<file path="src/rtl/program_loader.sv">
// Packs 32-bit instruction words from a valid/ready stream into a flat program bus.
// Slot 0 is filled first. Loading stops at a zero (halt) word or once every slot is full.
module program_loader #(
    parameter int WORD_WIDTH = 32,
    parameter int DEPTH      = 8
) (
    input  logic                        clk,
    input  logic                        reset,
    input  logic                        start,
    input  logic                        in_valid,
    input  logic [WORD_WIDTH-1:0]       in_word,
    output logic                        in_ready,
    output logic [WORD_WIDTH*DEPTH-1:0] program_address_array,
    output logic [$clog2(DEPTH+1)-1:0]  word_count,
    output logic                        busy,
    output logic                        done,
    output logic                        overrun
);

    localparam int CNT_W = $clog2(DEPTH + 1);

    typedef enum logic [1:0] {
        S_IDLE = 2'd0,
        S_LOAD = 2'd1,
        S_DONE = 2'd2
    } state_t;

    state_t                      state_q, state_d;
    logic [WORD_WIDTH*DEPTH-1:0] array_q, array_d;
    logic [CNT_W-1:0]            count_q, count_d;
    logic                        overrun_q, overrun_d;
    logic                        in_ready_q, busy_q, done_q;

    always_comb begin
        state_d   = state_q;
        array_d   = array_q;
        count_d   = count_q;
        overrun_d = overrun_q;

        // start takes priority over any handshake or overrun in the same cycle
        if (start) begin
            array_d   = '0;
            count_d   = '0;
            overrun_d = 1'b0;
            state_d   = S_LOAD;
        end else begin
            case (state_q)
                S_LOAD: begin
                    if (in_valid) begin
                        for (int unsigned k = 0; k < DEPTH; k++) begin
                            if (count_q == CNT_W'(k)) begin
                                array_d[k*WORD_WIDTH +: WORD_WIDTH] = in_word;
                            end
                        end
                        count_d = count_q + 1'b1;
                        if (in_word == '0 || count_q == CNT_W'(DEPTH - 1)) begin
                            state_d = S_DONE;
                        end
                    end
                end
                S_DONE: begin
                    if (in_valid && in_word != '0) begin
                        overrun_d = 1'b1;
                    end
                end
                default: begin
                    state_d = S_IDLE;
                end
            endcase
        end
    end

    // Status outputs are registered from the next state, so they track the state flop exactly.
    always_ff @(posedge clk) begin
        if (reset) begin
            state_q    <= S_IDLE;
            array_q    <= '0;
            count_q    <= '0;
            overrun_q  <= 1'b0;
            in_ready_q <= 1'b0;
            busy_q     <= 1'b0;
            done_q     <= 1'b0;
        end else begin
            state_q    <= state_d;
            array_q    <= array_d;
            count_q    <= count_d;
            overrun_q  <= overrun_d;
            in_ready_q <= (state_d == S_LOAD);
            busy_q     <= (state_d == S_LOAD);
            done_q     <= (state_d == S_DONE);
        end
    end

    assign in_ready              = in_ready_q;
    assign busy                  = busy_q;
    assign done                  = done_q;
    assign overrun               = overrun_q;
    assign word_count            = count_q;
    assign program_address_array = array_q;

endmodule
</file>
<file path="config.mk">
export PLATFORM = sky130hd
export DESIGN_NAME = program_loader
export DESIGN_NICKNAME = d
export VERILOG_FILES = /design/src/rtl/program_loader.sv
export SDC_FILE = /design/constraint.sdc
export NUM_CORES = 1
export LEC_CHECK = 0
export ABC_AREA = 0
export CORE_MARGIN = 2
export CORE_UTILIZATION = 42
export DETAILED_ROUTE_END_ITERATION = 7
export HOLD_SLACK_MARGIN = 0.1
export PLACE_DENSITY = 0.76
export SYNTH_ARGS = -nofsm -noshare
export SYNTH_HDL_FRONTEND = slang
export SYNTH_SLANG_ARGS = --single-unit
</file>
<file path="constraint.sdc">
create_clock -name clk -period 1.9 [get_ports clk]
set_clock_uncertainty 0.1 [all_clocks]
set_input_delay 0.38 -clock clk [delete_from_list [all_inputs] [get_ports clk]]
set_output_delay 0.38 -clock clk [all_outputs]
set_load 0.01 [all_outputs]
</file>
* Word level (Yosys, flattened, before mapping) *
Index checks and enable logic that the tools add are counted.

word-level totals
  flip-flop bits (word level) = 265
  bits in latches = 0
  memory bits (writable) = 0
  memory bits (read-only) = 0
  input bits = 36
  output and inout bits = 264
  logic and storage cells = 45
  memories = 0

cells by class
  $add $sub $neg = 1
  multiply operators = 0
  divide/modulo/power cells = 0
  magnitude comparators = 0
  equality and inequality tests = 11
  shift-type cells = 0
  mux-type cells = 4
  bitwise logic cells = 0
  reduce and logical (&&, ||, !) cells = 16

operators by type and width
  operator                                                         count
  32-bit zero test                                                 1
  32-bit nonzero test                                              1
  3-bit AND reduction                                              8
  4-bit by 3-bit == test with 1-bit output, second input constant  4
  4-bit by 2-bit == test with 1-bit output, second input constant  2
  2-bit two-way mux                                                3
  4-bit by 1-bit adder with 4-bit output, second input constant    1
  2-bit by 1-bit == test with 1-bit output, second input constant  2
  2-bit == test, second input constant                             2
  4-bit by 1-bit == test with 1-bit output, second input constant  1
  4-bit zero test                                                  1
  2-bit case mux with 2 select lines                               1
  2-bit AND reduction                                              2
  2-bit OR reduction                                               1
  1-bit logical AND                                                1
  1-bit logical OR                                                 1

* Depth between registers and ports, before layout *
Gate-level depths: netlist of run 1.

  word-level depth = 7
  gate-level depth with buffers = 9
  depth with buffers taken out = 6

* Least setup slack after synthesis of run 1 *
Ideal clock, no wire load.

  path type = register to register
  start = register state_q[1]
  end = register array_q[144], in the netlist program_address_array[144]
  library setup time = 0.132 ns
  data arrival time = 1.563 ns
  required time = 1.668 ns
  setup slack = 0.105 ns
  cell stages (with the launch flop) = 10
  buffers on the path = 3
  period minus slack after synthesis = 1.795 ns
  cells stage by stage = dfxtp_1 -> inv_1 -> ha_1 -> and4b_1 -> buf_4 -> and2_1 -> buf_4 -> buf_6 -> nand2_1 -> a21oi_2

between the ends
  word-level cells in the longest chain between the ends = 2

ends and longest elaborated chain
  what                                      RTL line  text
  from (decl)                               28        state_t state_q, state_d;
  from (signal assigned)                    84        state_q <= state_d;
  2-bit by 1-bit == test with 1-bit output  47        case (state_q)
  3-bit AND reduction (no source line)      -
  to (signal assigned)                      85        array_q <= array_d;
  to (decl)                                 29        logic [WORD_WIDTH*DEPTH-1:0] array_q, array_d;

No other way between the ends.
A chain may end at the register's enable or synchronous reset.

* Worst setup path after layout of run 1 *
  start = input in_word[27]
  end = register busy_q, in the netlist busy

between the ends
  word-level cells in the longest chain between the ends = 7

ends and longest elaborated chain
  what                                      RTL line  text
  from (decl)                               11        input logic [WORD_WIDTH-1:0] in_word,
  32-bit zero test                          56        if (in_word == '0 || count_q == CNT_W'(DEPTH - 1)) begin
  1-bit logical OR                          56
  2-bit two-way mux                         56
  2-bit two-way mux                         49        if (in_valid) begin
  2-bit case mux with 2 select lines        47
  2-bit two-way mux                         41        if (start) begin
  2-bit by 1-bit == test with 1-bit output  89        busy_q <= (state_d == S_LOAD);
  to (signal assigned)                      89
  to (decl)                                 32        logic in_ready_q, busy_q, done_q;

No other way between the ends.

==> results of run 1 <==
[final timing paths]
path,slack (ps),endpoint,start,depth (start not counted)
min,350,program_address_array[65]$_SDFFE_PP0P_,program_address_array[65]$_SDFFE_PP0P_,2
max reg2reg,160,program_address_array[198]$_SDFFE_PP0P_,state_q[1]$_SDFF_PP0_,7
min reg2reg,350,program_address_array[65]$_SDFFE_PP0P_,program_address_array[65]$_SDFFE_PP0P_,2
max,20,busy$_SDFF_PP0_,in_word[27],6
[power by group through the flow]
| stage | logic [mW] | registers, mW | clock network, mW |
|---|---|---|---|
| 2_1_floorplan | 0.236 | 5.71 | 0 |
| 3_3_place_gp | 0.515 | 5.70 | 0 |
| 3_5_place_dp | 0.514 | 5.70 | 0 |
| 4_1_cts | 0.508 | 5.58 | 5.31 |
| 5_1_grt | 0.540 | 5.58 | 5.53 |
| 6_report | 0.514 | 5.58 | 5.22 |
[per-layer routing]
layer | vias up | part of all wire
li1 | 4513 | -
met1 | 4392 | 0.39
met2 | 377 | 0.48
met3 | 67 | 0.094
met4 | 0 | 0.032
met5 | - | 0
[area by class of cell]
type	count	area, µm²
clock buffer	42	812
clock inverter	5	53.8
fill	2061	8880
inverter	5	18.8
multi-input combinational	841	3780
sequential	265	5310
tap	313	392
timing repair buffer	384	3600
[stage by stage]
stage | hold slack, ps | TNS (ps) | utilization | instance area, µm²
finish | 349 | 0 | 0.611 | 14000
global route | 366 | -1.98 | 0.611 | 14000
CTS | 351 | 0 | 0.607 | 13900
detailed placement | 345 | -67330 | 0.582 | 13300
global placement | 341 | -59680 | 0.582 | 13300
floorplan | 381 | 0 | - | 9830
[registers in the layout (all words and copies together), names as in the netlist]
register	flops
program_address_array	256
word_count	4
state_q	2
busy	1
done	1
overrun	1
[logic make-up after synthesis]
group | synth area share
compound gates | 0.147
xor+xnor | 0.00178
fa+ha+maj | 0.00891
buf+inv | 0.0779
flops | 0.539
simple gates | 0.225
[critical path, stage by stage]
cell	delay (ps)
sky130_fd_sc_hd__clkdlybuf4s50_1	440
sky130_fd_sc_hd__nor4_1	470
sky130_fd_sc_hd__buf_4	200
sky130_fd_sc_hd__nand4_1	180
sky130_fd_sc_hd__or2_1	330
sky130_fd_sc_hd__a22o_1	210
[placed cells by master (no fill, tap or decap), types with 14 or more instances in the layout]
cell | synthesis | layout
sky130_fd_sc_hd__a21oi_1 | 244 | 244
sky130_fd_sc_hd__a21oi_2 | 15 | 15
sky130_fd_sc_hd__buf_12 | 0 | 14
sky130_fd_sc_hd__buf_4 | 9 | 71
sky130_fd_sc_hd__clkbuf_16 | 0 | 27
sky130_fd_sc_hd__clkdlybuf4s50_1 | 0 | 36
sky130_fd_sc_hd__dfxtp_1 | 265 | 262
sky130_fd_sc_hd__dlygate4sd2_1 | 0 | 229
sky130_fd_sc_hd__dlymetal6s2s_1 | 0 | 34
sky130_fd_sc_hd__nand2_1 | 512 | 512
==> out/results.txt, run 1 <==
Number of enable flip-flop cells after synthesis: 0. After detailed routing, the average wire length per cell comes to 18.4 µm. The H-tree depth reported by CTS is 1, and the distinct cell type count after synthesis is 37.

The clock sink count is 265, and the maximum buffer depth of the clock tree is 3. TritonCTS built the clock tree. After synthesis, the cell types taking the most area are sky130_fd_sc_hd__dfxtp_1, sky130_fd_sc_hd__nand2_1, sky130_fd_sc_hd__a21oi_1. The met2 routing resource usage after global routing came out at 0.466. Commonest register cell after synthesis: sky130_fd_sc_hd__dfxtp_1. The share of total power consumed by net switching is 0.222. Data arrives at the worst endpoint at 2210 ps. Setup slack closes at 19.2 ps. The number of placed I/O pins was 300; the shortest clock period the worst path allows after layout was 1880 ps.

The tools report the maximum frequency from static timing analysis as 532 MHz. The endpoint type of the worst setup path is a flop. The data required time of the critical path is 2220 ps, and the largest fanout on the critical path is 4.

Power per unit of standard cell area: 810 nW/µm². The violation count after the first detailed-routing iteration was 541. The number of antenna violations at the first check in global routing came out at 0. The proportion of synthesized chip area in sequential cells was 0.539. The clock-pin transition on the worst setup and hold timing paths was 60 ps; the y dimension of the die was 157 µm.

Setup violations remaining at the end of the flow were counted as 0. The width of the die is 157 µm. For this design the static power due to leakage is 6.33 nW.

The share of cells above drive strength 1 came out at 0.105. The part of the total power dissipated in sequential elements came out at 0.493. Entering global routing, the biggest net connects 89 pins. The power consumption is 11.3 mW.

The number of resized instances in the post-cts repair step came out at 232. The initial standard-cell utilization of the core came out at 0.430. The run gives 0.867 as the global placer's final weighted congestion.

The routed design has 34.1 mm of wire. The post-synth net total was 1273. The classification of the worst setup path was in -> reg.

For the area of the die, the log shows 24700 µm². The largest area contributor in the netlist was sky130_fd_sc_hd__dfxtp_1. The tools report the number of warning messages in the yosys log as 0. The run finished with clean final reports.

After synthesis the netlist holds a flip-flop and latch count of 265. A synthesized cell averages 8.00 µm². The number of antenna-violating nets in the routed design was 0.

Portion of total power attributed to the clock network: 0.462. For the pin with the worst max-slew slack, the measured transition is 497 ps. Synthesis produced 1230 cells. The number of standard cells in the layout, taps in and fillers out is 1855, and the core footprint is 22800 µm².

The run gives 0.0829 as the met3 capacity usage during global routing. The number of design rule violations left after detail routing was 0; the hold violation total from the final report was 0. The tools report the power share of the combinational group as 0.045. The mapped netlist covers 9830 µm². Dividing the detail-routed via count by the number of cells gives 5.04.

The HPWL reported at the end of detailed placement is 23.7 mm, and the via count of the first global-routing pass is 9077. The latest clock arrival within the worst-skew pair is 530 ps, and the total count of max-transition violations in the final report is 0. The worst setup path is launched from a primary input. Across all layers, the routed design uses 9349 vias. Relative to the synthesized area, the layout overhead comes to 42.0%. For the internal power summed over all cells, the log shows 8.81 mW. The library cell used as clock root buffer was sky130_fd_sc_hd__clkbuf_16.

The number of optimization iterations in the first detailed-route pass came out at 5. Before CTS, the worst setup slack after placement is -543 ps. The most heavily used metal layer in global routing is met2. The ratio of final minimum period to clock period is 0.990, and the async set-reset flop share out of synthesis is 0. The floorplan has 55 rows. The antenna diode count was 0; the total routing resource utilization after global routing was 0.268. Across the run, the number of max-cap violations was 0. After detailed placement, the design holds a cell count of 1808. Class of the tightest hold or removal check: reg -> reg.

For the met1 track utilization from global routing, the log shows 0.315. By instance count, the leading cell after synthesis is sky130_fd_sc_hd__nand2_1. The max-slew headroom at the worst pin is 0.665, and the number of buffer cells added on primary ports is 299. The number of clock buffers inserted by TritonCTS came out at 27.

The commonest cells after synthesis are sky130_fd_sc_hd__nand2_1, sky130_fd_sc_hd__dfxtp_1, sky130_fd_sc_hd__a21oi_1. For the worst-case vdd ir drop, the log shows 0.774 mV. The top cell type's share of synthesized area came out at 0.539. Count of nets after finishing: 1567.

The number of setup buffers added after CTS is 0. The tools report the wire length of the first global-routing pass as 51.0 mm. After global routing the overflow that remains totals 0.

The hold-fix buffer count after cts came out at 0. For this design the total switching power over the nets is 2.51 mW.
(Power assumes the default switching activity.)
==> run 2: changes to the inputs <==
--- a/config.mk
+++ b/config.mk
@@ -14,3 +14,4 @@
 export SYNTH_ARGS = -nofsm -noshare
 export SYNTH_HDL_FRONTEND = slang
 export SYNTH_SLANG_ARGS = --single-unit
+export TNS_END_PERCENT = 30
==> results of run 2 <==
The final DEF is identical to that of run 1; final timing and power are the same.
